$ cat src/rtl/label_dispatch_ctrl_pkg.sv
// Shared types and default sizing for the label dispatch controller.
package label_dispatch_ctrl_pkg;

  localparam int DEF_SEL_W      = 3;
  localparam int DEF_RES_W      = 3;
  localparam int DEF_NUM_LABELS = 8;

  typedef enum logic [1:0] {
    IDLE = 2'd0,
    SCAN = 2'd1,
    RESP = 2'd2
  } state_e;

endpackage

$ cat src/rtl/label_dispatch_ctrl_if.sv
// Config, request and response signals of the label dispatch controller.
interface label_dispatch_ctrl_if
  import label_dispatch_ctrl_pkg::*;
#(
  parameter int SEL_W      = DEF_SEL_W,
  parameter int RES_W      = DEF_RES_W,
  parameter int NUM_LABELS = DEF_NUM_LABELS
);
  localparam int IDX_W = $clog2(NUM_LABELS);

  logic             cfg_we;
  logic [IDX_W-1:0] cfg_idx;
  logic             cfg_en;
  logic [SEL_W-1:0] cfg_label;
  logic [RES_W-1:0] cfg_result;

  logic             req_valid;
  logic             req_ready;
  logic [SEL_W-1:0] req_sel;

  logic             rsp_valid;
  logic             rsp_ready;
  logic [RES_W-1:0] rsp_result;
  logic             rsp_hit;
  logic [IDX_W-1:0] rsp_idx;

  modport master (
    output cfg_we, cfg_idx, cfg_en, cfg_label, cfg_result,
    output req_valid, req_sel, rsp_ready,
    input  req_ready, rsp_valid, rsp_result, rsp_hit, rsp_idx
  );

  modport slave (
    input  cfg_we, cfg_idx, cfg_en, cfg_label, cfg_result,
    input  req_valid, req_sel, rsp_ready,
    output req_ready, rsp_valid, rsp_result, rsp_hit, rsp_idx
  );

endinterface

$ cat src/rtl/label_dispatch_ctrl_table.sv
// Label table: per-entry registers with a synchronous write port and a
// combinational indexed read that performs the exact 4-state label compare.
module label_table
  import label_dispatch_ctrl_pkg::*;
#(
  parameter int SEL_W      = DEF_SEL_W,
  parameter int RES_W      = DEF_RES_W,
  parameter int NUM_LABELS = DEF_NUM_LABELS,
  localparam int IDX_W     = $clog2(NUM_LABELS)
) (
  input  logic             clk,
  input  logic             reset,
  input  logic             wr_en,
  input  logic [IDX_W-1:0] wr_idx,
  input  logic             wr_enable,
  input  logic [SEL_W-1:0] wr_label,
  input  logic [RES_W-1:0] wr_result,
  input  logic [IDX_W-1:0] rd_idx,
  input  logic [SEL_W-1:0] rd_sel,
  output logic             rd_match,
  output logic [RES_W-1:0] rd_result
);

  logic             entry_en     [NUM_LABELS];
  logic [SEL_W-1:0] entry_label  [NUM_LABELS];
  logic [RES_W-1:0] entry_result [NUM_LABELS];

  for (genvar gi = 0; gi < NUM_LABELS; gi++) begin : g_entry
    logic             en_reg;
    logic [SEL_W-1:0] label_reg;
    logic [RES_W-1:0] result_reg;

    always_ff @(posedge clk) begin
      if (reset) begin
        en_reg     <= 1'b0;
        label_reg  <= '0;
        result_reg <= '0;
      end else if (wr_en && (wr_idx == IDX_W'(gi))) begin
        en_reg     <= wr_enable;
        label_reg  <= wr_label;
        result_reg <= wr_result;
      end
    end

    assign entry_en[gi]     = en_reg;
    assign entry_label[gi]  = label_reg;
    assign entry_result[gi] = result_reg;
  end

  // Case equality so that x and z label bits only match the same symbol.
  assign rd_match  = entry_en[rd_idx] && (entry_label[rd_idx] === rd_sel);
  assign rd_result = entry_result[rd_idx];

endmodule

$ cat src/rtl/label_dispatch_ctrl.sv
// Sequential label dispatcher: scans the label table one entry per cycle and
// returns the result of the lowest-index enabled entry whose label matches.
module label_dispatch_ctrl
  import label_dispatch_ctrl_pkg::*;
#(
  parameter int SEL_W      = DEF_SEL_W,
  parameter int RES_W      = DEF_RES_W,
  parameter int NUM_LABELS = DEF_NUM_LABELS
) (
  input  logic                 clk,
  input  logic                 reset,
  label_dispatch_ctrl_if.slave bus
);

  localparam int IDX_W = $clog2(NUM_LABELS);

  state_e           state_reg;
  state_e           state_next;
  logic [IDX_W-1:0] scan_idx_reg;
  logic [SEL_W-1:0] sel_reg;
  logic [RES_W-1:0] last_result_reg;
  logic [RES_W-1:0] rsp_result_reg;
  logic [IDX_W-1:0] rsp_idx_reg;
  logic             rsp_hit_reg;

  logic             tbl_match;
  logic [RES_W-1:0] tbl_result;
  logic             scan_last;
  logic             req_ready;
  logic             rsp_valid;
  logic             accept;
  logic             rsp_fire;

  label_table #(
    .SEL_W      (SEL_W),
    .RES_W      (RES_W),
    .NUM_LABELS (NUM_LABELS)
  ) u_table (
    .clk       (clk),
    .reset     (reset),
    .wr_en     (bus.cfg_we),
    .wr_idx    (bus.cfg_idx),
    .wr_enable (bus.cfg_en),
    .wr_label  (bus.cfg_label),
    .wr_result (bus.cfg_result),
    .rd_idx    (scan_idx_reg),
    .rd_sel    (sel_reg),
    .rd_match  (tbl_match),
    .rd_result (tbl_result)
  );

  assign scan_last = (scan_idx_reg == IDX_W'(NUM_LABELS - 1));
  assign accept    = bus.req_valid && req_ready;
  assign rsp_fire  = rsp_valid && bus.rsp_ready;

  always_ff @(posedge clk) begin
    if (reset) begin
      state_reg <= IDLE;
    end else begin
      state_reg <= state_next;
    end
  end

  always_comb begin
    state_next = state_reg;
    case (state_reg)
      IDLE: if (accept) state_next = SCAN;
      SCAN: if (tbl_match || scan_last) state_next = RESP;
      RESP: if (rsp_fire) state_next = IDLE;
      default: state_next = IDLE;
    endcase
  end

  always_comb begin
    req_ready = 1'b0;
    rsp_valid = 1'b0;
    case (state_reg)
      IDLE:    req_ready = 1'b1;
      RESP:    rsp_valid = 1'b1;
      default: ;
    endcase
  end

  // A miss reports the previous hit's result, like a case with no default arm.
  always_ff @(posedge clk) begin
    if (reset) begin
      scan_idx_reg    <= '0;
      sel_reg         <= '0;
      last_result_reg <= '0;
      rsp_result_reg  <= '0;
      rsp_idx_reg     <= '0;
      rsp_hit_reg     <= 1'b0;
    end else begin
      case (state_reg)
        IDLE: begin
          if (accept) begin
            sel_reg      <= bus.req_sel;
            scan_idx_reg <= '0;
          end
        end
        SCAN: begin
          if (tbl_match) begin
            rsp_hit_reg     <= 1'b1;
            rsp_idx_reg     <= scan_idx_reg;
            rsp_result_reg  <= tbl_result;
            last_result_reg <= tbl_result;
          end else if (scan_last) begin
            rsp_hit_reg    <= 1'b0;
            rsp_idx_reg    <= '0;
            rsp_result_reg <= last_result_reg;
          end else begin
            scan_idx_reg <= scan_idx_reg + 1'b1;
          end
        end
        default: ;
      endcase
    end
  end

  assign bus.req_ready  = req_ready;
  assign bus.rsp_valid  = rsp_valid;
  assign bus.rsp_hit    = rsp_hit_reg;
  assign bus.rsp_idx    = rsp_idx_reg;
  assign bus.rsp_result = rsp_result_reg;

endmodule

$ cat src/flat_wrapper.sv
// flat-port wrapper written by rule: the top's interface ports become plain ports
module label_dispatch_ctrl_flat import label_dispatch_ctrl_pkg::*;
#(
  parameter int SEL_W      = DEF_SEL_W,
  parameter int RES_W      = DEF_RES_W,
  parameter int NUM_LABELS = DEF_NUM_LABELS
)
  (clk, reset, bus_cfg_we, bus_cfg_idx, bus_cfg_en, bus_cfg_label, bus_cfg_result, bus_req_valid, bus_req_sel, bus_rsp_ready, bus_req_ready, bus_rsp_valid, bus_rsp_result, bus_rsp_hit, bus_rsp_idx);
  label_dispatch_ctrl_if #(.SEL_W(SEL_W), .RES_W(RES_W), .NUM_LABELS(NUM_LABELS)) bus_i ();
  input  logic clk;
  input  logic reset;
  input wire logic [$bits(bus_i.cfg_we)-1:0] bus_cfg_we;
  input wire logic [$bits(bus_i.cfg_idx)-1:0] bus_cfg_idx;
  input wire logic [$bits(bus_i.cfg_en)-1:0] bus_cfg_en;
  input wire logic [$bits(bus_i.cfg_label)-1:0] bus_cfg_label;
  input wire logic [$bits(bus_i.cfg_result)-1:0] bus_cfg_result;
  input wire logic [$bits(bus_i.req_valid)-1:0] bus_req_valid;
  input wire logic [$bits(bus_i.req_sel)-1:0] bus_req_sel;
  input wire logic [$bits(bus_i.rsp_ready)-1:0] bus_rsp_ready;
  output wire logic [$bits(bus_i.req_ready)-1:0] bus_req_ready;
  output wire logic [$bits(bus_i.rsp_valid)-1:0] bus_rsp_valid;
  output wire logic [$bits(bus_i.rsp_result)-1:0] bus_rsp_result;
  output wire logic [$bits(bus_i.rsp_hit)-1:0] bus_rsp_hit;
  output wire logic [$bits(bus_i.rsp_idx)-1:0] bus_rsp_idx;
  assign bus_i.cfg_we = bus_cfg_we;
  assign bus_i.cfg_idx = bus_cfg_idx;
  assign bus_i.cfg_en = bus_cfg_en;
  assign bus_i.cfg_label = bus_cfg_label;
  assign bus_i.cfg_result = bus_cfg_result;
  assign bus_i.req_valid = bus_req_valid;
  assign bus_i.req_sel = bus_req_sel;
  assign bus_i.rsp_ready = bus_rsp_ready;
  assign bus_req_ready = bus_i.req_ready;
  assign bus_rsp_valid = bus_i.rsp_valid;
  assign bus_rsp_result = bus_i.rsp_result;
  assign bus_rsp_hit = bus_i.rsp_hit;
  assign bus_rsp_idx = bus_i.rsp_idx;
  label_dispatch_ctrl #(.SEL_W(SEL_W), .RES_W(RES_W), .NUM_LABELS(NUM_LABELS)) u_core (.clk(clk), .reset(reset), .bus(bus_i));
endmodule
$ cat config.mk
export PLATFORM = sky130hd
export DESIGN_NAME = label_dispatch_ctrl_flat
export DESIGN_NICKNAME = d
export VERILOG_FILES = /design/src/rtl/label_dispatch_ctrl_pkg.sv /design/src/rtl/label_dispatch_ctrl_if.sv /design/src/rtl/label_dispatch_ctrl_table.sv /design/src/rtl/label_dispatch_ctrl.sv /design/src/flat_wrapper.sv
export SDC_FILE = /design/constraint.sdc
export NUM_CORES = 1
export LEC_CHECK = 0
export BUFFER_PORTS_ARGS = -buffer_cell sky130_fd_sc_hd__buf_4
export CAP_MARGIN = 20
export CORE_AREA = 2 2 84 86
export DETAILED_ROUTE_END_ITERATION = 10
export DIE_AREA = 0 0 86 88
export GPL_ROUTABILITY_DRIVEN = 0
export HOLD_SLACK_MARGIN = 0.08
export PLACE_DENSITY = 0.69
export SETUP_SLACK_MARGIN = 0.05
export SYNTH_ARGS = -nofsm -noshare
export SYNTH_HDL_FRONTEND = slang
export SYNTH_SLANG_ARGS = --single-unit
export TNS_END_PERCENT = 50
$ cat constraint.sdc
create_clock -name clk -period 2.1 [get_ports clk]
set_input_delay 0.21 -clock clk [delete_from_list [all_inputs] [get_ports clk]]
set_output_delay 0.21 -clock clk [all_outputs]
set_load 0.005 [all_outputs]
# After elaboration in Yosys (flattened, before gate mapping)
# Index checks and enable logic that the tools add are counted.
# totals
ff_bits	74
input_bits	18
output_inout_bits	9
word_cells	96
# classes
addsub	1
magnitude_cmp	1
eq_ne	16
mux	25
n_bitwise	1
reduce_logical	21
# op_table
cell	count
two-way mux 3 bit	11
binary-select mux 3 bit (select 3 bit)	2
== test 3 bit, second input constant	5
logical AND 1 bit	11
== test 3 x 2 -> 1 bit, second input constant	2
two-way mux 1 bit	6
two-way mux 2 bit	3
inequality test 2 x 1 -> 1 bit, second input constant	3
one-hot mux 2 bit (3 select lines)	1
one-hot mux 3 bit (2 select lines)	1
AND reduction 2 bit	3
>= comparator 4 bit, second input constant	1
inequality test 2 bit, second input constant	2
inverter 3 -> 4 bit	1
AND reduction 4 bit	1
nonzero test 2 bit	2
adder 3 x 1 -> 3 bit, second input constant	1
binary-select mux 1 bit (select 3 bit)	1
== test 3 x 1 -> 1 bit, second input constant	1
=== test 3 bit	1
zero test 3 bit	1
AND reduction 3 bit	1
== test 2 x 1 -> 1 bit, second input constant	1
== test 2 bit, second input constant	1
other kinds (2)	2

# Longest topological paths before layout
# Gate-level depths: netlist of run 1.
# logic_depth
word_depth	9
mapped_depth	8
ltp_nobuf	6

# Hierarchy
# Synthesis of run 1 repeated with hierarchy kept, for this count alone.
# hier_totals
hier_cells	333
area_unflattened_um2	3289.4
# modules_own_cells
mod	n_inst	cells_per_inst	area_each_um2	seq_area_each_um2
label_table	1	252	2523.7	1121.1
label_dispatch_ctrl	1	81	765.7	360.3

# Worst setup path before layout of run 1
# Ideal clock, no wire load.
# synth_path
path_type	reg-to-reg
from	reg u_core.scan_idx_reg[0]
to	reg u_core.scan_idx_reg[0]
setup_ns	0.121
arrival_ns	2.023
required_time_ns	1.979
slack_ns	-0.044
stages_incl_launch_ff	8
path_buffers	2
synth_period_minus_slack_ns	2.144
cell_sequence	dfxtp_1 -> buf_6 -> buf_12 -> mux2i_1 -> mux4_2 -> xor2_2 -> a41oi_4 -> mux2_4
# synth_between
elab_chain_cells	8
word_cells_on_any_way	17
cone_classes	add/sub: 1; eq/ne: 4; mux: 9; bitwise: 1; reduce/logical: 2
# synth_lines
item	line_no	source
from (decl)	label_dispatch_ctrl.sv:19	logic [IDX_W-1:0] scan_idx_reg;
from (signal assigned)	label_dispatch_ctrl.sv:112	scan_idx_reg <= scan_idx_reg + 1'b1;
inverter 3 -> 4 bit (not written as such)	label_dispatch_ctrl_table.sv:51	assign rd_match = entry_en[rd_idx] && (entry_label[rd_idx] === rd_sel);
binary-select mux 3 bit (select 3 bit)	label_dispatch_ctrl_table.sv:51	
two-way mux 3 bit (not written as such) (2 in a row)	label_dispatch_ctrl_table.sv:51	
=== test 3 bit	label_dispatch_ctrl_table.sv:51	
logical AND 1 bit	label_dispatch_ctrl_table.sv:51	
inequality test 2 bit (no source line)	n/a	
AND reduction 4 bit (no source line)	n/a	
# Several ways; a longest one is shown, not always the timed one. The select of a mux whose other input is x is not followed.
# A chain may end at the register's enable or synchronous reset.

# Worst setup path in the final report of run 1
# layout_path
from	reg u_core.scan_idx_reg[0]
to	reg u_core.last_result_reg[0]
# layout_between
elab_chain_cells	7
word_cells_on_any_way	13
cone_classes	eq/ne: 1; mux: 9; bitwise: 1; reduce/logical: 2
# layout_lines
item	line_no	source
inverter 3 -> 4 bit (not written as such) *	label_dispatch_ctrl_table.sv:51, label_dispatch_ctrl_table.sv:52	
binary-select mux 3 bit (select 3 bit)	label_dispatch_ctrl_table.sv:51	
two-way mux 3 bit (not written as such) (2 in a row)	label_dispatch_ctrl_table.sv:51	
=== test 3 bit	label_dispatch_ctrl_table.sv:51	
logical AND 1 bit	label_dispatch_ctrl_table.sv:51	
AND reduction 2 bit (no source line)	n/a	
to (signal assigned)	label_dispatch_ctrl.sv:106	last_result_reg <= tbl_result;
to (decl)	label_dispatch_ctrl.sv:21	logic [RES_W-1:0] last_result_reg;
# Every way passes the cells marked *; elsewhere a longest branch is shown, timed or not. The select of a mux whose other input is x is not followed.

==> results of run 1 <==
==> cell usage after synthesis, drive strengths merged (2+ instances only) <==
master,n,area share
buf,8,0.020
nor2b,2,0.0037
clkbuf,23,0.025
mux4,11,0.075
and2,2,0.0044
nand2,49,0.054
dfxtp,74,0.43
ha,2,0.0073
a211oi,6,0.013
o21ai,3,0.0044
a21oi,21,0.031
nor2,54,0.059
nor3,2,0.0044
xor2,3,0.014
mux2,2,0.0088
nand4,2,0.0037
o221ai,3,0.0077
a41oi,7,0.023
nor3b,2,0.0044
nand3,3,0.0044
nand2b,3,0.0055
nand4b,2,0.0051
mux2i,59,0.17
==> stage by stage <==
| stage | TNS [ps] | cells | setup WS (ps) | cell area (um^2) |
|---|---|---|---|---|
| CTS | 0 | 464 | 45.3 | 3990 |
| global route | -276 | 464 | -39.6 | 3990 |
| finish | 0 | 464 | 35.7 | 3990 |
| floorplan | -7.91 | 350 | -7.91 | 3460 |
| global placement | 0 | 446 | 20.4 | 3760 |
| detailed placement | -0.515 | 446 | -0.515 | 3760 |
==> cell families after synthesis <==
logic type	Yosys count	share of synthesized area
xor+xnor	3	0.0143
fa+ha+maj	2	0.00731
simple gates	124	0.155
compound gates	43	0.0874
mux	72	0.256
flops	74	0.433
buf+inv	32	0.0468
==> repair_timing <==
item                                    CTS  global route
endpoints found under the setup margin   11            15
setup buffers                             2             0
hold buffers                              0             0
pin swaps                                 0             7
gates resized for setup                   4             0
endpoints found under the hold margin     0             0
==> per-layer routing <==
| metal | share of wire | up-vias |
|---|---|---|
| met5 | 0 | - |
| met4 | 0.018 | 0 |
| met3 | 0.031 | 15 |
| met2 | 0.49 | 54 |
| met1 | 0.46 | 1253 |
| li1 | - | 1282 |
==> critical path: cells and delay by family, from the launching register on <==
family | cells | cell delay [ps]
xor gates and xnor gates | 1 | 280
buffers and inverters | 2 | 310
muxes | 2 | 640
DFF | 1 | 350
and+or+nand+nor | 1 | 270
AOI/OAI and AO/OA | 1 | 80
==> area by class of cell <==
class / count / area share
Tap cell: 80 / 0.0251
Inverter: 1 / 0.000941
Timing Repair Buffer: 49 / 0.0973
Clock inverter: 7 / 0.0176
Clock buffer: 9 / 0.0311
Sequential cell: 74 / 0.372
Multi-Input combinational cell: 244 / 0.456
==> power by group through the flow <==
stage / registers (mW) / clock network, mW / logic (mW)
3_5_place_dp: 1.49 / 0 / 0.294
5_1_grt: 1.46 / 1.18 / 0.328
3_3_place_gp: 1.49 / 0 / 0.288
6_report: 1.46 / 1.10 / 0.302
4_1_cts: 1.46 / 1.11 / 0.302
2_1_floorplan: 1.48 / 0 / 0.212
==> final timing paths <==
| check | slack, ps | endpoint | startpoint |
|---|---|---|---|
| min reg2reg | 460 | u_core.u_table.g_entry[7].result_reg[1] | u_core.u_table.g_entry[7].result_reg[1] |
| max reg2reg | 40 | u_core.last_result_reg[0] | u_core.scan_idx_reg[0] |
| max | 40 | u_core.last_result_reg[0] | u_core.scan_idx_reg[0] |
| min | 100 | u_core.sel_reg[2] | bus_req_sel[2] |
==> metrics.md, run 1 <==
| Metric | Value |
|---|---|
| Row Count | 30 |
| Commonest non-fill, non-tap cell in the layout | dfxtp_1 |
| Worst path slowest cell | mux4_2 |
| Clk root buf | clkbuf_8 |
| Library cells used by synthesis | 37 |
| Nature of the critical path endpoint | flip-flop |
| Antenna fix cells | 0 |
| Post-route ant nets | 0 |
| Max-slew violation count | 0 |
| Routed WL | 7830 um |
| Total Die Area | between 0.007 and 0.008 mm^2 |
| Final core utilization | 0.600 |
| P_leak | 1.57 nW |
| Sw Share | 0.260 |
| Synth warnings | 0 |
| # DRC | 0 |
| Post-synth EDFFs | 0 |
| Clk_lat worst skew | 350 ps |
| Commonest cells after routing, fill and taps aside | 73 x dfxtp_1, 59 x mux2i_1, 54 x nor2_1 |
| Crit path kind | reg -> reg |
| Grt peak-use layer | met2 |
| Slew HR | 0.605 |
| Starting density of the core | 0.515 |
| Vias | around 2600 |
| Num CTS Buffers | 9 |
| Multi-input logic area | 0.00182 mm^2 |
| Total global-route track usage | 0.228 |
| Final Cycle Share | 0.983 |
| RSZ-0062 raised after global routing | true |
| Async SR Flop Fraction | 0 |
| Global-route wire length before repair | approximately 13000 um |
| Worst Path Max Fanout | 12 |
| Initial DRC count | 143 |
| Die X | 86 um |
| Combinational fraction of design power | 0.105 |
| Met3 GRT Util | 0.0518 |
| Vias in the first global route | 2509 |
| Max incr delay on CP | about 520 ps |
| Synth Instances | 350 |
| Worst r2r path cells | 7 |
| H-Tree Depth | 3 |
| Main flop type after synthesis | dfxtp_1 |
| Total power | ~2.9 mW |
| Syn Area/Cell | 9.78 um^2 |
| Worst EP required | 2310 ps |
| Status | completed |
| Post-route minimum period | 2060 ps |
| Max Freq | 0.484 GHz |
| IO Port Bufs | 26 |
| Synthesized area | 0.00342 mm^2 |
| Syn nets | 370 |
| Flop pwr share | 0.511 |
| Final setup viols | 0 |
| Grt met2 use | 0.371 |
| Share of cells above drive strength 1 | 0.224 |
| Area added between synthesis and finish | 16.5% |
| Grt total ovfl | 0 |
| CTS max path bufs | 2 |
| Post-route clock skew | around 11 ps |
| Max_cap viols | 0 |
| Register area | 0.00148 mm^2 |
| Sequential area share after synthesis | 0.433 |
| P per Cell Area | just over 700 mW/mm^2 |
| Drt via density | 5.61 |
| Peak VDD IR | ~0.56 mV |
| WL/cell | 16.9 um |
| Worst-path clk slew | 90 ps |
| 1st-pass router iterations | 4 |
| Final HPWL DP | around 5400 um |
| Startpoint types | flip-flop |
| Die H | between 80 and 90 um |
| Global routing usage on met1 | 0.299 |
| Final hold violation count | 0 |
| Worst hold path type | in -> reg |
| Largest net degree at the start of global routing | 54 |
| Boundary pin count | 27 |
| Hold_ws | about 100 ps |
| CP arrival | between 2000 and 2500 ps |
| FF+latch count, synth | 74 |
| CTS tree | yes |
| Nets | between 300 and 400 |
| Fillers | 562 |
| P_sw | 0.743 mW |
| Internal power | about 2.1 mW |
| Core Region | around 0.0066 mm^2 |
| WHS Path Cells | 3 |
| Initial antenna violation count | 0 |
| Cell Chain, Critical Path | buf_12, mux2i_1, mux4_2, xor2_4, buf_6, and4_4, a211oi_1 |
| Worst Max-Slew Pin Slew | 590 ps |
| Clk network pwr share | 0.384 |
| # clock sinks | 74 |
No activity file was read; power rests on OpenSTA's default activity.
==> run 2, diff against run 1 <==
CORE_AREA = 2 2 86 88   (was 2 2 84 86)
DIE_AREA = 0 0 88 90   (was 0 0 86 88)
PLACE_DENSITY = 0.66   (was 0.69)
==> metrics.md, run 2 (synthesized netlist as in run 1, its figures left out) <==
| Metric | Value |
|---|---|
| Total Die Area | 0.00792 mm^2 (was 0.00757 mm^2) |
| CTS tree | yes (unchanged) |
| Boundary pin count | 27 (unchanged) |
| Clk root buf | clkbuf_8 (unchanged) |
| P_leak | 1.58 nW (was 1.57 nW) |
| H-Tree Depth | 3 (unchanged) |
| Starting density of the core | 0.487 (was 0.515) |
| Reg2Reg Setup Slack | -30 ps (was 40 ps) |
| Worst r2r path cells | 8 (was 7) |
| Max_cap viols | 0 (unchanged) |
| Die X | 88 um (was 86 um) |
| Share of cells above drive strength 1 | 0.242 (was 0.224) |
| # DRC | 0 (unchanged) |
| Final HPWL DP | 5090 um (was 5370 um) |
| Hold_ws | 106 ps (was 99.8 ps) |
| Worst hold path type | in -> reg (unchanged) |
| Core Region | 0.00702 mm^2 (was 0.00664 mm^2) |
| Worst EP required | 2320 ps (was 2310 ps) |
| Slew HR | 0.580 (was 0.605) |
| Initial antenna violation count | 0 (unchanged) |
| Num CTS Buffers | 9 (unchanged) |
| Final setup viols | 7 (was 0) |
| Worst Max-Slew Pin Slew | 628 ps (was 590 ps) |
| Worst-path clk slew | 70 ps (was 90 ps) |
| Fillers | 619 (was 562) |
| Flop pwr share | 0.542 (was 0.511) |
| # clock sinks | 74 (unchanged) |
| Global-route wire length before repair | 12700 um (was 13000 um) |
| 1st-pass router iterations | 5 (was 4) |
| Max-slew violation count | 0 (unchanged) |
| P_sw | 0.668 mW (was 0.743 mW) |
| Initial DRC count | 171 (was 143) |
| Peak VDD IR | 0.382 mV (was 0.558 mV) |
| Routed WL | 7940 um (was 7830 um) |
| Total global-route track usage | 0.207 (was 0.228) |
| Internal power | 2.03 mW (was 2.12 mW) |
| Commonest cells after routing, fill and taps aside | 72 x dfxtp_1, 58 x mux2i_1, 54 x nor2_1 (was 73 x dfxtp_1, 59 x mux2i_1, 54 x nor2_1) |
| Register area | 0.00149 mm^2 (was 0.00148 mm^2) |
| Antenna fix cells | 0 (unchanged) |
| IO Port Bufs | 26 (unchanged) |
| Pre-CTS WS | -34.0 ps (was -0.515 ps) |
| Crit path kind | reg -> reg (unchanged) |
| Status | finished, violations left (was completed) |
| Failing checks | negative setup slack |
| CTS max path bufs | 2 (unchanged) |
| Clk network pwr share | 0.333 (was 0.384) |
| Sw Share | 0.247 (was 0.260) |
| Startpoint types | flip-flop (unchanged) |
| Max Freq | 0.469 GHz (was 0.484 GHz) |
| WL/cell | 16.4 um (was 16.9 um) |
| Final Cycle Share | 1.01 (was 0.983) |
| Die H | 90 um (was 88 um) |
| Drt via density | 5.45 (was 5.61) |
| WHS Path Cells | 3 (unchanged) |
| Commonest non-fill, non-tap cell in the layout | dfxtp_1 (unchanged) |
| Multi-input logic area | 0.00184 mm^2 (was 0.00182 mm^2) |
| Final hold violation count | 0 (unchanged) |
| Vias | 2634 (was 2604) |
| Combinational fraction of design power | 0.126 (was 0.105) |
| Largest net degree at the start of global routing | 50 (was 54) |
| Final std cells w/o fill | 483 (was 464) |
| Area added between synthesis and finish | 18.5% (was 16.5%) |
| Post-route clock skew | 9.12 ps (was 10.7 ps) |
| Grt total ovfl | 0 (unchanged) |
| PnR worst setup slack | -30.5 ps (was 35.7 ps) |
| Worst Path Max Fanout | 6 (was 12) |
| Nature of the critical path endpoint | flip-flop (unchanged) |
| Placed cells | 462 (was 446) |
| Clk_lat worst skew | 340 ps (was 350 ps) |
| RSZ-0062 raised after global routing | true (unchanged) |
| Vias in the first global route | 2485 (was 2509) |
| CP arrival | 2350 ps (was 2270 ps) |
| P per Cell Area | 666 mW/mm^2 (was 717 mW/mm^2) |
| Post-route ant nets | 0 (unchanged) |
| Row Count | 31 (was 30) |
| Post-route minimum period | 2130 ps (was 2060 ps) |
| Nets | 403 (was 399) |
run 2: cell count changes in the layout (fill, tap and decap cells not counted), moves of 2 or more:
cell / before / now
a211oi_1: 5 / 1
a211oi_2: 1 / 5
clkinvlp_4: 4 / 0
mux4_1: 2 / 0
mux4_2: 9 / 11
run 2: through the flow:
stage	power [mW]	TNS, ps	cell area [um^2]	util
2_1_floorplan	1.70	-7.91	3460	-
3_3_place_gp	1.78	0	3770	0.536
3_5_place_dp	1.78	-101	3770	0.536
4_1_cts	2.69	0	3990	0.568
5_1_grt	2.82	-761	4060	0.578
6_report	2.70	-99.0	4060	0.578
run 2: path summary, 6_finish.rpt:
kind | startpoint | end
worst max-delay path | u_core.scan_idx_reg[0] | u_core.bus.rsp_result[2]
worst min-delay path | bus_req_sel[2] | u_core.sel_reg[2]
worst max register to register | u_core.scan_idx_reg[0] | u_core.bus.rsp_result[2]
worst min register to register | u_core.u_table.g_entry[0].result_reg[2] | u_core.u_table.g_entry[0].result_reg[2]
run 2: final cells by class:
type,count,share of cell area
clock buffer,11,0.0349
clock inverter,1,0.00123
sequential,74,0.367
multi-input combinational,244,0.453
tap,99,0.0305
timing repair buffer,53,0.113
inverter,1,0.000926
run 2: layer usage:
metal / vias up / GRT usage / part of all wire
met1: 1265 / 0.293 / 0.48
met4: 0 / 0.0628 / 0.014
met3: 15 / 0.0514 / 0.041
met2: 77 / 0.312 / 0.47
met5: - / 0 / 0
li1: 1277 / - / -
run 2: worst max-delay path, cell delays in order, from the launching register on:
cell and delay [ps]:
dfxtp_4 380, buf_12 140, mux2i_1 130, mux4_2 540, xor2_4 190, buf_6 140
buf_4 130, a41oi_1 270, a211oi_2 70
run 2: power by group through the flow:
stage	logic (mW)	clock network [mW]	registers (mW)
2_1_floorplan	0.212	0	1.48
3_5_place_dp	0.292	0	1.49
6_report	0.340	0.899	1.46
4_1_cts	0.313	0.921	1.46
3_3_place_gp	0.289	0	1.49
5_1_grt	0.367	0.986	1.47
run 2: timing repair:
item / CTS / global route
pin swaps: 3 / 6
gates cloned: 1 / 1
hold buffers: 0 / 0
gates resized for setup: 9 / 6
setup buffers: 2 / 5
endpoints found under the setup margin: 14 / 15
